$ cat src/rtl/fir_cast_mac.sv
// rtl/fir_cast_mac.sv - sequential single-multiplier FIR with runtime coefficient bank and selectable output cast
module fir_cast_mac #(
  parameter int NTAPS    = 3,
  parameter int SAMP_W   = 15,
  parameter int COEF_W   = 12,
  parameter int ACC_W    = 27,
  parameter int SHIFT    = 11,
  parameter int OUT_W    = 15,
  parameter int SATURATE = 0,
  localparam int AW      = (NTAPS > 1) ? $clog2(NTAPS) : 1
) (
  input  logic                     clk,
  input  logic                     rst,
  input  logic                     coef_we,
  input  logic [AW-1:0]            coef_addr,
  input  logic signed [COEF_W-1:0] coef_wdata,
  output logic                     coef_ready,
  input  logic                     in_valid,
  output logic                     in_ready,
  input  logic signed [SAMP_W-1:0] in_data,
  output logic                     out_valid,
  input  logic                     out_ready,
  output logic signed [OUT_W-1:0]  out_data,
  output logic                     out_sat
);

  localparam int PROD_W = COEF_W + SAMP_W;
  localparam logic [OUT_W-1:0] OUT_MAX = {1'b0, {(OUT_W-1){1'b1}}};
  localparam logic [OUT_W-1:0] OUT_MIN = {1'b1, {(OUT_W-1){1'b0}}};

  typedef enum logic [1:0] {IDLE, MAC, OUT} state_t;

  state_t state_q, state_d;

  logic signed [SAMP_W-1:0] hist_q [NTAPS];
  logic signed [COEF_W-1:0] coef_q [NTAPS];
  logic signed [ACC_W-1:0]  acc_q;
  logic [AW-1:0]            k_q;

  logic signed [PROD_W-1:0] prod;
  logic signed [ACC_W-1:0]  prod_cast;
  logic signed [ACC_W-1:0]  term;
  logic signed [ACC_W-1:0]  acc_next;
  logic [ACC_W-OUT_W:0]     top_bits;
  logic                     fits;
  logic [OUT_W-1:0]         cast_data;
  logic                     last_tap;
  logic                     sample_fire;
  logic                     coef_fire;

  assign prod = PROD_W'(coef_q[k_q]) * PROD_W'(hist_q[k_q]);

  generate
    if (ACC_W >= PROD_W) begin : g_prod_ext
      assign prod_cast = ACC_W'(prod);
    end else begin : g_prod_trunc
      assign prod_cast = prod[ACC_W-1:0];
    end
  endgenerate

  assign term     = prod_cast >>> SHIFT;
  assign acc_next = acc_q + term;

  // The value fits OUT_W when every bit above the OUT_W sign bit equals it.
  assign top_bits = acc_next[ACC_W-1:OUT_W-1];
  assign fits     = (&top_bits) || !(|top_bits);

  always_comb begin
    cast_data = acc_next[OUT_W-1:0];
    if (SATURATE != 0 && !fits) begin
      cast_data = acc_next[ACC_W-1] ? OUT_MIN : OUT_MAX;
    end
  end

  assign last_tap    = (32'(k_q) == NTAPS - 1);
  assign sample_fire = (state_q == IDLE) && in_valid;
  assign coef_fire   = (state_q == IDLE) && coef_we && (32'(coef_addr) < NTAPS);

  always_ff @(posedge clk) begin
    if (rst) begin
      state_q <= IDLE;
    end else begin
      state_q <= state_d;
    end
  end

  always_comb begin
    state_d    = state_q;
    in_ready   = 1'b0;
    coef_ready = 1'b0;
    out_valid  = 1'b0;
    case (state_q)
      IDLE: begin
        in_ready   = 1'b1;
        coef_ready = 1'b1;
        if (in_valid) begin
          state_d = MAC;
        end
      end
      MAC: begin
        if (last_tap) begin
          state_d = OUT;
        end
      end
      OUT: begin
        out_valid = 1'b1;
        if (out_ready) begin
          state_d = IDLE;
        end
      end
      default: state_d = IDLE;
    endcase
  end

  // A same-edge coefficient write lands before the MAC that follows reads it.
  always_ff @(posedge clk) begin
    if (rst) begin
      for (int i = 0; i < NTAPS; i++) begin
        hist_q[i] <= '0;
        coef_q[i] <= '0;
      end
      acc_q    <= '0;
      k_q      <= '0;
      out_data <= '0;
      out_sat  <= 1'b0;
    end else begin
      if (coef_fire) begin
        coef_q[coef_addr] <= coef_wdata;
      end
      if (sample_fire) begin
        for (int i = NTAPS - 1; i > 0; i--) begin
          hist_q[i] <= hist_q[i-1];
        end
        hist_q[0] <= in_data;
        acc_q     <= '0;
        k_q       <= '0;
      end
      if (state_q == MAC) begin
        acc_q <= acc_next;
        k_q   <= k_q + AW'(1);
        if (last_tap) begin
          out_data <= cast_data;
          out_sat  <= !fits;
        end
      end
    end
  end

endmodule

$ cat config.mk
export PLATFORM = sky130hd
export DESIGN_NAME = fir_cast_mac
export DESIGN_NICKNAME = d
export VERILOG_FILES = /design/src/rtl/fir_cast_mac.sv
export SDC_FILE = /design/constraint.sdc
export NUM_CORES = 1
export LEC_CHECK = 0
export CORE_AREA = 2 2 213 110
export CTS_CLUSTER_DIAMETER = 60
export CTS_CLUSTER_SIZE = 30
export DETAILED_ROUTE_END_ITERATION = 8
export DIE_AREA = 0 0 215 112
export DONT_BUFFER_PORTS = 1
export PLACE_DENSITY = 0.87
export SYNTH_ARGS = -nofsm -noshare
export SYNTH_HDL_FRONTEND = slang
export SYNTH_SLANG_ARGS = --single-unit
$ cat constraint.sdc
create_clock -name clk -period 10.1 [get_ports clk]
set_input_delay 1.01 -clock clk [delete_from_list [all_inputs] [get_ports clk]]
set_output_delay 1.01 -clock clk [all_outputs]
set_load 0.02 [all_outputs]
==> results of run 1 <==
[cells in the mapped netlist (3+ instances only)]
master	instances
and3_1	4
a21boi_1	3
inv_1	185
nor4_1	4
nand4_1	5
a21oi_1	59
xnor2_1	32
or2_2	7
o21bai_1	5
nor3b_1	3
a21o_1	14
and2_1	102
nand2b_1	11
nor3_1	5
a22oi_1	20
clkbuf_1	54
o21a_1	7
fa_1	167
o21ai_0	34
a211oi_1	5
dfxtp_1	49
o31a_1	3
nor2_1	77
edfxtp_1	93
nand3_1	9
mux2i_1	18
xor2_1	9
nor2b_1	29
mux4_2	9
ha_1	82
o21ai_1	4
nand2_1	178
mux2_2	3
[layout by cell type, fill, tap and decap left out, drive strengths merged, types with 4 or more instances in the layout]
cell | Yosys | final
nor2 | 78 | 78
fa | 167 | 167
inv | 185 | 192
ha | 82 | 82
nand2 | 178 | 178
nand3 | 9 | 9
conb | 1 | 12
a2111oi | 4 | 4
clkinv | 0 | 7
o21a | 8 | 8
xnor2 | 33 | 33
nor4 | 4 | 4
o21bai | 5 | 5
edfxtp | 93 | 93
dfxtp | 49 | 49
mux2i | 18 | 18
nor3 | 5 | 5
clkbuf | 54 | 17
and2 | 102 | 102
mux4 | 9 | 9
a22oi | 20 | 20
a21oi | 59 | 59
nand4 | 5 | 5
or2 | 8 | 8
xor2 | 10 | 10
buf | 5 | 30
nor2b | 29 | 29
o21ai | 39 | 39
a21o | 14 | 14
a211oi | 7 | 7
nand2b | 11 | 11
and3 | 4 | 4
[routing by layer]
metal / vias to the layer above / track usage, % / share of wire [%]
li1: 4253 / - / -
met5: - / 0 / 0
met2: 386 / 39.4 / 44
met3: 52 / 6.12 / 8.4
met1: 4639 / 39.3 / 46
met4: 0 / 6.25 / 1.6
[worst paths after layout]
path / startpoint / end / cells after the start
worst max-delay path: flip-flop / out_sat / 36
worst min-delay path: acc_q[20] / acc_q[20] / 2
worst max register to register: flip-flop / out_sat / 36
worst min register to register: acc_q[20] / acc_q[20] / 2
[metrics by stage]
| stage | setup slack [ns] | instance area (um^2) |
|---|---|---|
| floorplan | 0.822 | 13200 |
| global placement | 0.857 | 13600 |
| detailed placement | 0.435 | 13600 |
| CTS | 0.352 | 14200 |
| global route | 0.0270 | 14200 |
| finish | 0.518 | 14200 |
[final cells by class]
cell class | count | area [um^2] | share of cell area [%]
diodes | 1 | 2.50 | 0.0176
clock buffers | 17 | 425 | 2.99
clock inverters | 15 | 185 | 1.30
inverters | 185 | 694 | 4.89
multi-input cells | 950 | 8510 | 59.9
flip-flops and latches | 142 | 3780 | 26.6
well taps | 307 | 384 | 2.70
repair buffers | 30 | 225 | 1.58
[cell families (layout without fill, tap and decap cells)]
kind of cell	count (synthesis)	count (layout)	synth area share (%)
AND/OR/NAND/NOR	440	440	16.0
other	1	13	0.0285
XOR/XNOR	44	44	3.15
multiplexers	30	30	3.17
flip-flops	142	142	28.7
adder cells (fa/ha/maj)	249	249	33.2
buffers and inverters	244	247	7.01
AO/OA/AOI/OAI	175	175	8.72
[sequential cells by signal, indices dropped and copies added (netlist names), named ones only]
register	count
out_sat	1
acc_q	27
state_q	2
coef_q	48
hist_q	45
k_q	2
out_data	15
[critical path: cells and delay by family, from the launching register on]
family / cells / cell delay (ns)
AOI/OAI and AO/OA: 16 / 3.50
xor gates and xnor gates: 2 / 0.26
adders and majority gates: 7 / 2.85
buffers and inverters: 5 / 0.48
DFF: 1 / 0.54
muxes: 1 / 0.69
and+or+nand+nor: 5 / 1.12
[timing repair]
item                       in CTS  in global routing
gates resized for setup         0                  4
setup endpoints to repair       0                  1
buffers inserted                0                  2
==> flow_metrics.py, run 1 <==
metrics = {
    "die": {
        "die_y_um": 112,
        "start_util_pct": 58.9,
        "rows": 39,
        "ioPinCount": 53,
        "dieArea_um2": 24100,
        "die_w_um": 215,
        "coreArea_um2": 22300,
    },
    "detailed_routing": {
        "detail_route.vias_per_cell": 5.66,
        "wl_per_cell_um": 18.4,
        "antenna_left": 0,
        "drc": 0,
        "vias": 9330,
        "drtIter0Drc": 842,
        "first_pass_iters": 5,
        "finalWirelength_mm": 30.3,
    },
    "placed_design": {
        "hpwl_mm": 22.8,
        "place.port_buffers": 0,
        "place.gp.congestion": 0.946,
        "dp_cells": 1612,
    },
    "sta": {
        "timing.setup.tns_ns": 0,
        "fmax_ghz": 0.104,
        "slew_headroom_pct": 28.9,
        "finalCritPeriodShare_pct": 94.9,
        "fin_crit_ns": 9.58,
        "setup_viol": 0,
        "hold_viol": 0,
        "clock_skew_ns": 0.0138,
        "worst_hold_slack_ns": 0.500,
        "rsz0062_at_grt": "no",
        "maxSlewViolCount": 0,
        "tightest_slew_ns": 1.07,
    },
    "synthesis": {
        "synthFlopType": "edfxtp_1",
        "netlist_area_um2": 13200,
        "avgSynthCellArea_um2": 9.93,
        "synth_cells": 1325,
        "synth_top_area_cell": "fa_1",
        "synth-seq-area-share_pct": 28.7,
        "synth_edf_count": 93,
        "yosys-top-cells-area": "fa_1, edfxtp_1, ha_1",
        "ys_ff_latch": 142,
        "yosysTopAreaCellShare_pct": 25.4,
        "yosysUniqueCellTypes": 63,
        "async_reset_ff_share_pct": 0,
        "ys_warn_count": 0,
    },
    "global_route": {
        "antenna_found_initial": 1,
        "grt_pass1_wl_mm": 49.5,
        "grt_pass1_vias": 9395,
        "grt.overflow.total": 0,
        "grt_max_degree": 54,
        "grt.total_usage_pct": 26.3,
    },
    "clocking": {
        "root_buffer": "clkbuf_16",
        "clk_path_buf_depth": 2,
        "clk_latency_ns": 0.45,
        "cts_max_level": 4,
        "postCtsHoldBufs": 0,
        "cts_buffers": 17,
        "clk_pin_slew_ns": 0.07,
        "clock-sinks": 142,
        "cts_tree": "built",
    },
    "layout": {
        "instances_no_fill": 1647,
        "fin_util_pct": 63.6,
        "area_growth_pct": 8.04,
        "fillerInstances": 1709,
        "drive_above_1_share_pct": 7.24,
        "fin_nets": 1609,
    },
    "setup_path": {
        "cp.arrival_ns": 9.91,
        "crit_type": "reg -> reg",
        "worstPathRequired_ns": 10.43,
        "crit_path_start_kind": "flip-flop",
        "cp_max_fo": 18,
        "worstSetupEndpointType": "flip-flop",
        "slowest_stage": "mux4_2",
        "cp_common_cell": "a21oi_1",
        "r2r_setup_slack_ns": 0.52,
        "cpPeakStageDelay_ns": 0.69,
    },
    "worst_hold_path": {
        "hp-class": "reg -> reg",
    },
    "run": {
        "cap_violations": 0,
    },
    "outcome": {
        "outcome": "finished, final reports clean",
    },
}
Power of run 1 is left out: the tool's default activity adds up to more than one toggle a clock period on the data nets, which glitch-free logic cannot reach.
==> run 2, diff against run 1 <==
==> config.mk (replaced) <==
export PLATFORM = sky130hd
export DESIGN_NAME = fir_cast_mac
export DESIGN_NICKNAME = d
export VERILOG_FILES = /design/src/rtl/fir_cast_mac.sv
export SDC_FILE = /design/constraint.sdc
export NUM_CORES = 1
export LEC_CHECK = 0
export CELL_PAD_IN_SITES_DETAIL_PLACEMENT = 0
export CELL_PAD_IN_SITES_GLOBAL_PLACEMENT = 1
export CORE_AREA = 2 2 228 118
export CTS_CLUSTER_DIAMETER = 60
export CTS_CLUSTER_SIZE = 30
export DETAILED_ROUTE_END_ITERATION = 8
export DIE_AREA = 0 0 230 120
export DONT_BUFFER_PORTS = 1
export PLACE_DENSITY = 0.93
export SKIP_LAST_GASP = 1
export SYNTH_ARGS = -nofsm -noshare
export SYNTH_HDL_FRONTEND = slang
export SYNTH_SLANG_ARGS = --single-unit
export TNS_END_PERCENT = 10
==> flow_metrics.py, run 2 (synthesis results as in run 1) <==
metrics = {
    "outcome": {
        "outcome": "finished, final reports clean",
    },
    "sta": {
        "rsz0062_at_grt": "no",
        "tightest_slew_ns": 1.13,
        "worst_hold_slack_ns": 0.498,
        "hold_viol": 0,
        "fmax_ghz": 0.104,
        "clock_skew_ns": 0.0112,
        "finalCritPeriodShare_pct": 95.0,
        "setup_viol": 0,
        "fin_crit_ns": 9.59,
        "timing.setup.tns_ns": 0,
        "slew_headroom_pct": 24.9,
        "maxSlewViolCount": 0,
    },
    "clocking": {
        "clk_path_buf_depth": 2,
        "postCtsHoldBufs": 0,
        "cts_max_level": 4,
        "cts_tree": "built",
        "clock-sinks": 142,
        "ctsResizeCount": 0,
        "clk_latency_ns": 0.44,
        "clk_pin_slew_ns": 0.07,
        "post_cts_buffers": 0,
        "cts_buffers": 17,
        "root_buffer": "clkbuf_16",
    },
    "layout": {
        "layout_commonest_cell": "inv_1",
        "diodes": 0,
        "final_cell_mix": "inv_1, nand2_1, fa_1",
        "largest_register_ffs": 48,
        "fin_nets": 1612,
        "reg_top3": "coef_q x48, hist_q x45, acc_q x27",
        "fillerInstances": 2267,
        "regMostFlops": "coef_q",
        "drive_above_1_share_pct": 7.23,
        "area_growth_pct": 8.15,
    },
    "detailed_routing": {
        "vias": 9127,
        "finalWirelength_mm": 30.3,
        "detail_route.vias_per_cell": 5.39,
        "drc": 0,
        "drtIter0Drc": 865,
        "first_pass_iters": 5,
        "wl_per_cell_um": 17.9,
        "antenna_left": 0,
    },
    "die": {
        "ioPinCount": 53,
        "die_y_um": 120,
        "rows": 42,
        "dieArea_um2": 27600,
        "coreArea_um2": 25700,
        "start_util_pct": 51.1,
        "die_w_um": 230,
    },
    "setup_path": {
        "cpPeakStageDelay_ns": 0.52,
        "cp_max_fo": 46,
        "cp.arrival_ns": 9.92,
        "worstSetupEndpointType": "flip-flop",
        "crit_type": "reg -> reg",
        "worstPathRequired_ns": 10.43,
        "slowest_stage": "fa_1",
        "cp_common_cell": "fa_1",
        "crit_path_start_kind": "flip-flop",
    },
    "global_route": {
        "grt.total_usage_pct": 23.4,
        "grt_pass1_wl_mm": 50.3,
        "grt_max_degree": 54,
        "grt_pass1_vias": 9283,
        "grt.overflow.total": 0,
        "antenna_found_initial": 0,
    },
    "placed_design": {
        "place.gp.congestion": 0.895,
        "place.port_buffers": 0,
        "hpwl_mm": 23.2,
    },
    "run": {
        "cap_violations": 0,
    },
    "worst_hold_path": {
        "hp-class": "reg -> reg",
    },
}
run 2: cell count changes in the layout (fill, tap and decap cells not counted), sizes merged:
cell / change
clkinv: -1
diode: -1
buf: +3
inv: +1
run 2: worst max-delay path, delay by kind of cell (launching register included):
kind                       cells  cell delay [ns]
muxes                          1             0.39
xor gates and xnor gates       2             0.35
DFF                            1             0.31
adders and majority gates      7             3.13
buffers and inverters          4             0.80
and+or+nand+nor                8             1.44
AOI/OAI and AO/OA             14             3.05
run 2: cell type report:
type | count | area, um^2 | share of cell area [%]
well taps | 352 | 440 | 3.10
clock inverters | 15 | 130 | 0.915
flip-flops and latches | 142 | 3770 | 26.5
inverters | 185 | 694 | 4.88
repair buffers | 33 | 248 | 1.74
clock buffers | 17 | 425 | 2.99
multi-input cells | 950 | 8510 | 59.8
run 2: per-stage QoR:
stage	setup WS (ns)	instances	util, %	cell area, um^2
2_1_floorplan	0.822	1336	-	13200
3_3_place_gp	0.767	1662	53.1	13700
3_5_place_dp	0.599	1662	53.1	13700
4_1_cts	0.586	1694	55.2	14200
5_1_grt	0.00269	1694	55.2	14200
6_report	0.507	1694	55.2	14200
run 2: path summary, 6_finish.rpt:
kind / from / to / slack, ns / depth (start not counted)
worst max-delay path: flip-flop / out_sat / 0.51 / 36
worst min register to register: acc_q[25] / acc_q[25] / 0.50 / 2
worst max register to register: flip-flop / out_sat / 0.51 / 36
worst min-delay path: acc_q[25] / acc_q[25] / 0.50 / 2
run 2: layer usage:
layer | global-route usage (%) | vias to the layer above | wire length [um]
li1 | - | 4269 | -
met1 | 37.0 | 4527 | 15100
met2 | 32.2 | 305 | 12400
met3 | 6.08 | 26 | 2420
met4 | 4.27 | 0 | 305
met5 | 0 | - | 0
Power of run 2 is left out for the same reason.
==> run 3, diff against run 2 <==
--- a/config.mk
+++ b/config.mk
@@ -7,13 +7,13 @@
 export LEC_CHECK = 0
 export CELL_PAD_IN_SITES_DETAIL_PLACEMENT = 0
 export CELL_PAD_IN_SITES_GLOBAL_PLACEMENT = 1
-export CORE_AREA = 2 2 228 118
+export CORE_AREA = 2 2 328 168
 export CTS_CLUSTER_DIAMETER = 60
 export CTS_CLUSTER_SIZE = 30
 export DETAILED_ROUTE_END_ITERATION = 8
-export DIE_AREA = 0 0 230 120
+export DIE_AREA = 0 0 330 170
 export DONT_BUFFER_PORTS = 1
-export PLACE_DENSITY = 0.93
+export PLACE_DENSITY = 0.48
 export SKIP_LAST_GASP = 1
 export SYNTH_ARGS = -nofsm -noshare
 export SYNTH_HDL_FRONTEND = slang
==> flow_metrics.py, run 3 (synthesis results as in run 1) <==
metrics = {
    "layout": {
        "instances_no_fill": 2066,
        "final_cell_mix": "inv_1, nand2_1, fa_1",
        "diodes": 0,
        "reg_top3": "coef_q x48, hist_q x45, acc_q x27",
        "largest_register_ffs": 48,
        "layout_commonest_cell": "inv_1",
        "area_growth_pct": 13.4,
        "fin_nets": 1623,
        "drive_above_1_share_pct": 8.20,
        "regMostFlops": "coef_q",
    },
    "detailed_routing": {
        "finalWirelength_mm": 35.7,
        "drc": 0,
        "wl_per_cell_um": 17.3,
        "drtIter0Drc": 660,
        "detail_route.vias_per_cell": 4.32,
        "antenna_left": 0,
        "first_pass_iters": 5,
        "vias": 8932,
    },
    "setup_path": {
        "crit_path_start_kind": "flip-flop",
        "slowest_stage": "mux4_2",
        "worstPathRequired_ns": 10.44,
        "cpPeakStageDelay_ns": 0.56,
        "worstSetupEndpointType": "flip-flop",
        "crit_type": "reg -> reg",
        "critPathBufInv": 6,
        "cp.arrival_ns": 9.83,
        "cp_max_fo": 14,
        "cpLargestDelayFamily": "compound AO/OA/AOI/OAI gates",
    },
    "die": {
        "die_w_um": 330,
        "ioPinCount": 53,
        "coreArea_um2": 53200,
        "rows": 60,
        "start_util_pct": 24.7,
        "die_y_um": 170,
        "dieArea_um2": 56100,
    },
    "clocking": {
        "clk_path_buf_depth": 2,
        "clk_latency_ns": 0.45,
        "cts_tree": "built",
        "clk_pin_slew_ns": 0.07,
        "cts_max_level": 4,
        "root_buffer": "clkbuf_16",
        "cts_buffers": 17,
        "clock-sinks": 142,
    },
    "sta": {
        "slew_headroom_pct": 39.6,
        "fin_crit_ns": 9.49,
        "maxSlewViolCount": 0,
        "hold_viol": 0,
        "fmax_ghz": 0.105,
        "setup_viol": 0,
        "tightest_slew_ns": 0.901,
        "clock_skew_ns": 0.00837,
        "finalCritPeriodShare_pct": 93.9,
    },
    "global_route": {
        "grt_pass1_wl_mm": 55.0,
        "grt_pass1_vias": 9086,
        "grt.overflow.total": 0,
        "grt_max_degree": 54,
        "grt.total_usage_pct": 12.9,
        "antenna_found_initial": 1,
    },
    "placed_design": {
        "dp_cells": 2026,
        "place.port_buffers": 0,
        "place.gp.congestion": 0.770,
        "hpwl_mm": 27.5,
    },
    "worst_hold_path": {
        "hp-class": "reg -> reg",
        "hold_start": "acc_q[9]",
    },
    "run": {
        "cap_violations": 0,
    },
    "outcome": {
        "outcome": "finished, final reports clean",
    },
}
## run 3: changes by cell type in the layout (fill, tap and decap cells not counted), sizes merged
cell | previous run | this run
buf | 33 | 42
clkinv | 6 | 3
bufinv | 0 | 2
mux4 | 9 | 11
inv | 193 | 194
## run 3: layer usage
metal | wire, um | up-vias | GRT usage, %
li1 | - | 4304 | -
met1 | 20600 | 4465 | 21.8
met2 | 12700 | 146 | 16.1
met3 | 2120 | 17 | 2.37
met4 | 269 | 0 | 2.66
met5 | 0 | - | 0
## run 3: worst paths after layout
check / cells after the start / slack [ns] / endpoint
worst max-delay path: 37 / 0.61 / out_sat
worst min-delay path: 2 / 0.50 / acc_q[9]
worst max register to register: 37 / 0.61 / out_sat
worst min register to register: 2 / 0.50 / acc_q[9]
## run 3: layout make-up
cell class | instances | area, um^2
well taps | 713 | 892
clock buffers | 17 | 425
clock inverters | 15 | 195
multi-input cells | 952 | 8590
repair buffers | 42 | 335
fillers | 5663 | 38200
flip-flops and latches | 142 | 3780
inverters | 185 | 694
## run 3: worst register-to-register path: cells and delay by family (launching register included)
kind	cells	cell delay (ns)
AOI/OAI and AO/OA	14	3.20
adders and majority gates	7	3.02
and+or+nand+nor	7	1.17
buffers and inverters	6	0.61
muxes	1	0.57
DFF	1	0.46
xor gates and xnor gates	2	0.38
## run 3: what timing repair did
action                                  in CTS  in global routing
hold buffers                                 0                  0
endpoints found under the setup margin       0                  2
gates resized for setup                      0                  8
setup buffers                                0                  6
## run 3: metrics by stage
step	TNS, ns	utilization [%]	cell area (um^2)	hold WS [ns]	worst slack (ns)
3_3_place_gp	0	26.6	14200	0.477	0.334
2_1_floorplan	0	-	13200	0.456	0.822
6_report	0	28.1	14900	0.495	0.611
5_1_grt	-0.00221	28.1	14900	0.541	-0.00221
3_5_place_dp	0	26.6	14200	0.488	0.265
4_1_cts	0	27.8	14800	0.503	0.227
Power of run 3 is left out for the same reason.
